$ cat src/rtl/shift_seq_ctrl.sv
// -----------------------------------------------------------------------------
// shift_seq_ctrl
// Serializes a 4-bit word into an external 4-stage shift register. Ser feeds
// the register data input and ShEn is its clock. One strobe is issued every
// PRESCALE clocks, and the word goes out LSB first.
//
// Parameter
//   PRESCALE   CLK cycles per shift strobe (2..255)
//
// Ports
//   CLK        system clock, rising edge
//   RST        asynchronous active-low reset
//   Start      begin a pass with Data (sampled only in IDLE)
//   Clr        synchronous abort back to IDLE
//   Data[3:0]  word to serialize
//   Rep        (SHIFT_SEQ_REPEAT_EN only) repeat the held word from DONE
//   Ser        serial bit to the shift register Din
//   ShEn       shift strobe to the shift register clock
//   Busy       high while not IDLE
//   Done       one-cycle completion pulse
//   Cnt[2:0]   strobes completed in the current pass
//
// Build option: define SHIFT_SEQ_REPEAT_EN to add the Rep input.
//
// state   | meaning
// --------+-----------------------------------------------------------
// S_IDLE  | waiting for Start; Ser low, Cnt holds last pass count
// S_SHIFT | prescaling and strobing the four bits out
// S_DONE  | one cycle with Done high, then IDLE (or SHIFT on Rep)
// -----------------------------------------------------------------------------
module shift_seq_ctrl #(
    parameter int unsigned PRESCALE = 4
) (
    input  logic       CLK,
    input  logic       RST,
    input  logic       Start,
    input  logic       Clr,
    input  logic [3:0] Data,
`ifdef SHIFT_SEQ_REPEAT_EN
    input  logic       Rep,
`endif
    output logic       Ser,
    output logic       ShEn,
    output logic       Busy,
    output logic       Done,
    output logic [2:0] Cnt
);

    typedef enum logic [1:0] {S_IDLE, S_SHIFT, S_DONE} state_t;

    localparam logic [7:0] LP_PRE_TC = 8'(PRESCALE - 1);

    state_t     r_state, w_state_nxt;
    logic [3:0] r_hold,  w_hold_nxt;
    logic [7:0] r_pre,   w_pre_nxt;
    logic       r_ser,   w_ser_nxt;
    logic       r_shen,  w_shen_nxt;
    logic       r_busy,  w_busy_nxt;
    logic       r_done,  w_done_nxt;
    logic [2:0] r_cnt,   w_cnt_nxt;
    logic [1:0] w_nxt_idx;

    always_ff @(posedge CLK or negedge RST) begin
        if (!RST) begin
            r_state <= S_IDLE;
            r_hold  <= '0;
            r_pre   <= '0;
            r_ser   <= 1'b0;
            r_shen  <= 1'b0;
            r_busy  <= 1'b0;
            r_done  <= 1'b0;
            r_cnt   <= '0;
        end else begin
            r_state <= w_state_nxt;
            r_hold  <= w_hold_nxt;
            r_pre   <= w_pre_nxt;
            r_ser   <= w_ser_nxt;
            r_shen  <= w_shen_nxt;
            r_busy  <= w_busy_nxt;
            r_done  <= w_done_nxt;
            r_cnt   <= w_cnt_nxt;
        end
    end

    always_comb begin
        w_state_nxt = r_state;
        w_hold_nxt  = r_hold;
        w_pre_nxt   = r_pre;
        w_ser_nxt   = r_ser;
        w_shen_nxt  = 1'b0;
        w_done_nxt  = 1'b0;
        w_cnt_nxt   = r_cnt;
        w_nxt_idx   = r_cnt[1:0] + 2'd1;

        case (r_state)
            S_IDLE: begin
                w_ser_nxt = 1'b0;
                if (Start) begin
                    w_hold_nxt  = Data;
                    w_ser_nxt   = Data[0];
                    w_cnt_nxt   = '0;
                    w_pre_nxt   = '0;
                    w_state_nxt = S_SHIFT;
                end
            end
            S_SHIFT: begin
                w_pre_nxt = r_pre + 8'd1;
                if (r_shen) begin
                    // Strobe falling edge: advance the bit and the count.
                    // Ser only moves here, so it is stable around each rise.
                    w_cnt_nxt = r_cnt + 3'd1;
                    w_ser_nxt = r_hold[w_nxt_idx];
                    if (r_cnt == 3'd3) begin
                        w_state_nxt = S_DONE;
                        w_done_nxt  = 1'b1;
                        w_ser_nxt   = 1'b0;
                        w_pre_nxt   = '0;
                    end
                end else if (r_pre == LP_PRE_TC) begin
                    w_shen_nxt = 1'b1;
                    w_pre_nxt  = '0;
                end
            end
            S_DONE: begin
                w_ser_nxt   = 1'b0;
                w_state_nxt = S_IDLE;
`ifdef SHIFT_SEQ_REPEAT_EN
                // The DONE cycle counts toward the first prescale period of
                // the repeated pass, so strobes stay PRESCALE apart from the
                // edge that entered DONE.
                if (Rep) begin
                    w_ser_nxt   = r_hold[0];
                    w_cnt_nxt   = '0;
                    w_pre_nxt   = r_pre + 8'd1;
                    w_state_nxt = S_SHIFT;
                end
`endif
            end
            default: begin
                w_state_nxt = S_IDLE;
                w_ser_nxt   = 1'b0;
            end
        endcase

        if (Clr) begin
            w_state_nxt = S_IDLE;
            w_ser_nxt   = 1'b0;
            w_shen_nxt  = 1'b0;
            w_done_nxt  = 1'b0;
            w_cnt_nxt   = '0;
            w_pre_nxt   = '0;
        end

        w_busy_nxt = (w_state_nxt != S_IDLE);
    end

    assign Ser  = r_ser;
    assign ShEn = r_shen;
    assign Busy = r_busy;
    assign Done = r_done;
    assign Cnt  = r_cnt;

endmodule
$ cat config.mk
export PLATFORM = sky130hd
export DESIGN_NAME = shift_seq_ctrl
export DESIGN_NICKNAME = d
export VERILOG_FILES = /design/src/rtl/shift_seq_ctrl.sv
export SDC_FILE = /design/constraint.sdc
export NUM_CORES = 1
export LEC_CHECK = 0
export CAP_MARGIN = 20
export CORE_MARGIN = 2
export CORE_UTILIZATION = 52
export CTS_CLUSTER_DIAMETER = 100
export CTS_CLUSTER_SIZE = 24
export DETAILED_ROUTE_END_ITERATION = 16
export HOLD_SLACK_MARGIN = 0.1
export PLACE_DENSITY = 0.78
export SKIP_CTS_REPAIR_TIMING = 1
export SLEW_MARGIN = 5
export SYNTH_ARGS = -nofsm -noshare
export SYNTH_HDL_FRONTEND = slang
export SYNTH_SLANG_ARGS = --single-unit
$ cat constraint.sdc
create_clock -name CLK -period 2.3 [get_ports CLK]
set_clock_uncertainty 0.1 [all_clocks]
set_input_delay 0.46 -clock CLK [delete_from_list [all_inputs] [get_ports CLK]]
set_output_delay 0.46 -clock CLK [all_outputs]
set_load 0.01 [all_outputs]
# Word-level counts from Yosys, hierarchy flattened
# Cells that the tools add are included.
# totals
out_inout_bits,7
input_bits,8
wordCells,53
latch_bits,0
mem_count,0
rom_bits,0
mem_bits_rw,0
reg_bits,21
# classes
mux,30
multipliers,0
shifts,0
add_sub_neg,3
bitwise_logic,0
eq_ne,5
div_mod_pow,0
magnitude_cmp,1
n_reduce_logical,6
# op_table
op,count
$mux W8,5
$pmux W8 S2,1
$mux W1,13
$mux W3,3
$add A8 B1 Y8 const B,1
$eq A8 B2 Y1 const B,1
$mux W2,4
$ne A3 B3 Y1 const B,2
$pmux W3 S2,1
$pmux W2 S2,1
$reduce_and A2 Y1,2
$add A3 B1 Y3 const B,1
$eq A3 B2 Y1 const B,1
$lt A2 B3 Y1 const B,1
$reduce_and A3 Y1,1
$reduce_bool A3 Y1,1
$add A2 B1 Y2 const B,1
$bmux W1 S2,1
$eq A2 B1 Y1 const B,1
$logic_not A2 Y1,1
$pmux W1 S2,1
$reduce_bool A2 Y1,1

# Longest topological paths before layout
# depth
depth_word,7
ltp_mapped,6
ltp_nobuf,6

# Worst setup path after synthesis
# OpenSTA, ideal clock, no wires.
# synth_path
path_kind,flip-flop to flip-flop
startpoint,register r_pre[5]
endpoint,register r_pre[3]
n_path_buf,0
stages_incl_launch_ff,5
arrival_ps,1646
period_less_slack_ps,1872
setup_slack_ps,428
path_cell_list,dfrtp_1 > or4_4 > nor4_4 > nor2_2 > a221o_1
# synth_between
elab_chain_cells,5
# synth_rtl
element,line_no,text
from (decl),55,"logic [7:0] r_pre, w_pre_nxt;"
from (signal assigned),76,r_pre <= w_pre_nxt;
$eq A8 B2 Y1,119,end else if (r_pre == LP_PRE_TC) begin
$mux W8,119,
$mux W8,108,if (r_shen) begin
$pmux W8 S2,95,case (r_state)
$mux W8,145,if (Clr) begin
# Every way passes these cells.
# A chain may end at the register's enable or synchronous reset.

# Final worst setup path
# layout_path
startpoint,register r_shen (netlist: ShEn)
endpoint,output port ShEn
# layout_rtl
element,line_no,text
from (decl),57,"logic r_shen, w_shen_nxt;"
from (signal assigned),78,r_shen <= w_shen_nxt;
to (decl),43,"output logic ShEn,"
# No word-level cell between the ends.

==> out/qor.yml <==
critical-path-slowest-cell: "clkdlybuf4s50_1"
syn_area_um2: 1059
postSynth.asyncResetShare_pct: 100.0
htree_num_levels: 1
critical_path_peak_fanout: 9
drt_pre_antenna_iters: 4
antenna-diode-count: 0
placement.setup.worst_slack_ns: 0.2376
synth_area_per_cell_um2: 11.76
worst_path_dominant_cell_family: "buffers and inverters"
synth_edf_count: 0
clock_tree.root_cell: "clkbuf_4"
vias_in_the_first_global_route: 855
vdd_drop_max_v: 0.0003557
power.density_cell_area_nw_per_um2: 517.6
global_route_wire_length_before_repair_um: 3967
cap_viol_max_count: 0
synth_top_cells_by_count: "dfrtp_1, nand2_1, mux2_2, o21ai_0"
critical_path.endpoint: "ShEn"
final-setup-viol-count: 0
global_route.usage.total_pct: 22.08
fmax_ghz: 0.4863
timing_hold_violations_final: 0
setup.worst_path.class: "flip-flop to output port"
cts_tree: "built"
r2r_slack_ns: 0.29
drv_slew: 0
sequential_area_share_after_synthesis_pct: 49.65
place.port_buffers: 14
critical_path_arrival_ns: 1.50
route.final.wire_length_um: 2118
grt_setup_unrepaired: "no"
multiInputGateArea_um2: 503.0
vias_per_cell: 5.752
final.min_clock_period_ns: 2.056
kind_of_path_behind_the_tightest_hold_check: "primary input to async pin"
status: "finished clean"
cellLeakagePower_uw: 0.0005438
fin_ws_ns: 0.2438
grt_start_max_net_pins: 22
clock_network_latency_to_the_later_pin_of_the_worst_skew_pair_ns: 0.31
standard_cell_core_area_um2: 1942
synthesis.nets: 101
final_min_period_over_clock_period_pct: 89.40
worstPathRequired_ns: 1.74
postSynthRegisterBits: 21
ff_latch_area_um2: 525.5
grt_antenna_before_repair: 0
timing.critical_path.cells: "clkdlybuf4s50_1"
timing.rr.end: "r_pre[3]$_DFFE_PN0P_"
worst-path-stages: 1
crit-reg2reg-launch: "r_pre[5]$_DFFE_PN0P_"
path_buf_inv: 1
worst_path_largest_cell_delay_ns: 0.61
total_cts_buffers: 3
dieHeight_um: 49.12
detail_route.wl_per_cell_um: 15.46
final_layout_size_suffix_gt1_share_pct: 20.00
yosysUniqueCellTypes: 38
dp.final_hpwl_um: 1586
cts-root-to-sink-buffers: 2
rows: 16
yosys-top-cells-area: "dfrtp_1, mux2_2, ha_1"
netlist.area_leader.share_pct: 49.65
start_util_pct: 54.51
cts.sink_count: 21
top_level_ports: 15
yosys.area.top_type: "dfrtp_1"
die_width_um: 49.12
fillerInstances: 172
worst_setup_path_startpoint: "ShEn$_DFF_PN0_"
critical_path.endpoint_type: "output port"
report.power.total_uw: 655.4
drt_drc_violations_left: 0
syn_inst: 90
drtIter0Drc: 13
yosysWarnings: 0
place_inst: 133
area.growth.synth_to_final_pct: 19.62
timing_worst_slew_pin_value_ns: 0.3787
finalCoreUtilization_pct: 65.21
ys.flop_type: "dfrtp_1"
fin_setup_tns_ns: 0
slew-limit-headroom_pct: 74.57
synthMostInstantiatedCell: "dfrtp_1"
timing.critical_path.from_type: "flip-flop"
num_vias: 788
worstRegToRegCells: 4
layout.cells.non_filler: 137
gr-total-overflow: 0
cts.clk_slew.worst_paths_ns: 0.11
routabilityCongestion: 0.8219
count_of_antenna_violating_nets_left_after_detailed_routing: 0
design.final.nets: 122
design.die.area_um2: 2412
[per-stage QoR]
| step | area (um^2) | hold slack (ns) |
|---|---|---|
| after global placement | 1240 | 0.3883 |
| after detailed placement | 1240 | 0.4090 |
| after global routing | 1266 | 0.4212 |
| after CTS | 1266 | 0.3714 |
| final | 1266 | 0.3690 |
| after floorplan | 1059 | 0.06441 |
[registers in the layout (all words and copies together) (netlist names)]
| register | flops |
|---|---|
| r_pre | 8 |
| r_hold | 4 |
| Cnt | 3 |
| r_state | 2 |
| Busy | 1 |
| Done | 1 |
| Ser | 1 |
| ShEn | 1 |
[kinds of logic (layout without fill, tap and decap cells)]
| group | count (synthesis) | after routing | synth area share (%) |
|---|---|---|---|
| adder cells (fa/ha/maj) | 3 | 3 | 3.546 |
| multiplexers | 5 | 5 | 6.383 |
| XOR/XNOR | 1 | 1 | 0.8276 |
| buffers and inverters | 4 | 24 | 2.837 |
| AND/OR/NAND/NOR | 36 | 36 | 21.63 |
| flip-flops | 21 | 21 | 49.65 |
| AO/OA/AOI/OAI | 20 | 20 | 15.13 |
[per-layer routing]
metal | up-vias | global-route usage [%] | wire, um
met3 | 4 | 3.067 | 57
met4 | 0 | 12.86 | 63
li1 | 384 | - | -
met5 | - | 0 | 0
met1 | 387 | 28.72 | 979
met2 | 13 | 35.14 | 1017
[worst min-delay path by stage]
stage | start | end | slack [ns] | cells past startpoint
after global routing | RST | r_state[0]$_DFF_PN0_ | 0.42 | 2
after global placement | r_hold[0]$_DFFE_PN0P_ | r_hold[0]$_DFFE_PN0P_ | 0.39 | 1
after CTS | RST | r_state[0]$_DFF_PN0_ | 0.37 | 2
final | RST | r_state[0]$_DFF_PN0_ | 0.37 | 2
after detailed placement | Cnt[2]$_DFFE_PN0P_ | Cnt[2]$_DFFE_PN0P_ | 0.41 | 1
after floorplan | RST | Busy$_DFF_PN0_ | 0.06 | 0
[worst reg2reg max path: cells and delay by family, from the launching register on]
family | cells | cell delay (ns)
AND/OR/NAND/NOR | 3 | 1.05
AO/OA/AOI/OAI | 1 | 0.31
flip-flops | 1 | 0.44
[power by group]
part | switching, uW | internal, uW | total (uW)
combinational | 33.4 | 44.8 | 78.2
clock | 112 | 67.8 | 179
sequential | 12.6 | 385 | 398
total | 158 | 498 | 655
[layout by cell type, fill, tap and decap left out, types with 2 or more instances in the layout]
cell              n
nor2_1            2
nand3_1           3
ha_1              3
a22o_2            3
o21ai_0           4
clkbuf_4          3
nor3_1            3
nand2_1           8
o2bb2ai_1         2
and2_1            2
dfrtp_1          21
nor4_1            3
mux2_2            4
nor3b_1           3
buf_4             4
o31ai_1           3
inv_1             2
clkdlybuf4s50_1  14
[layout make-up]
class | instances | area share (%)
clock buffers | 4 | 2.075
repair buffers | 18 | 13.44
well taps | 27 | 2.668
multi-input cells | 65 | 39.72
flip-flops and latches | 21 | 41.50
inverters | 2 | 0.5929
(Power assumes the default switching activity.)
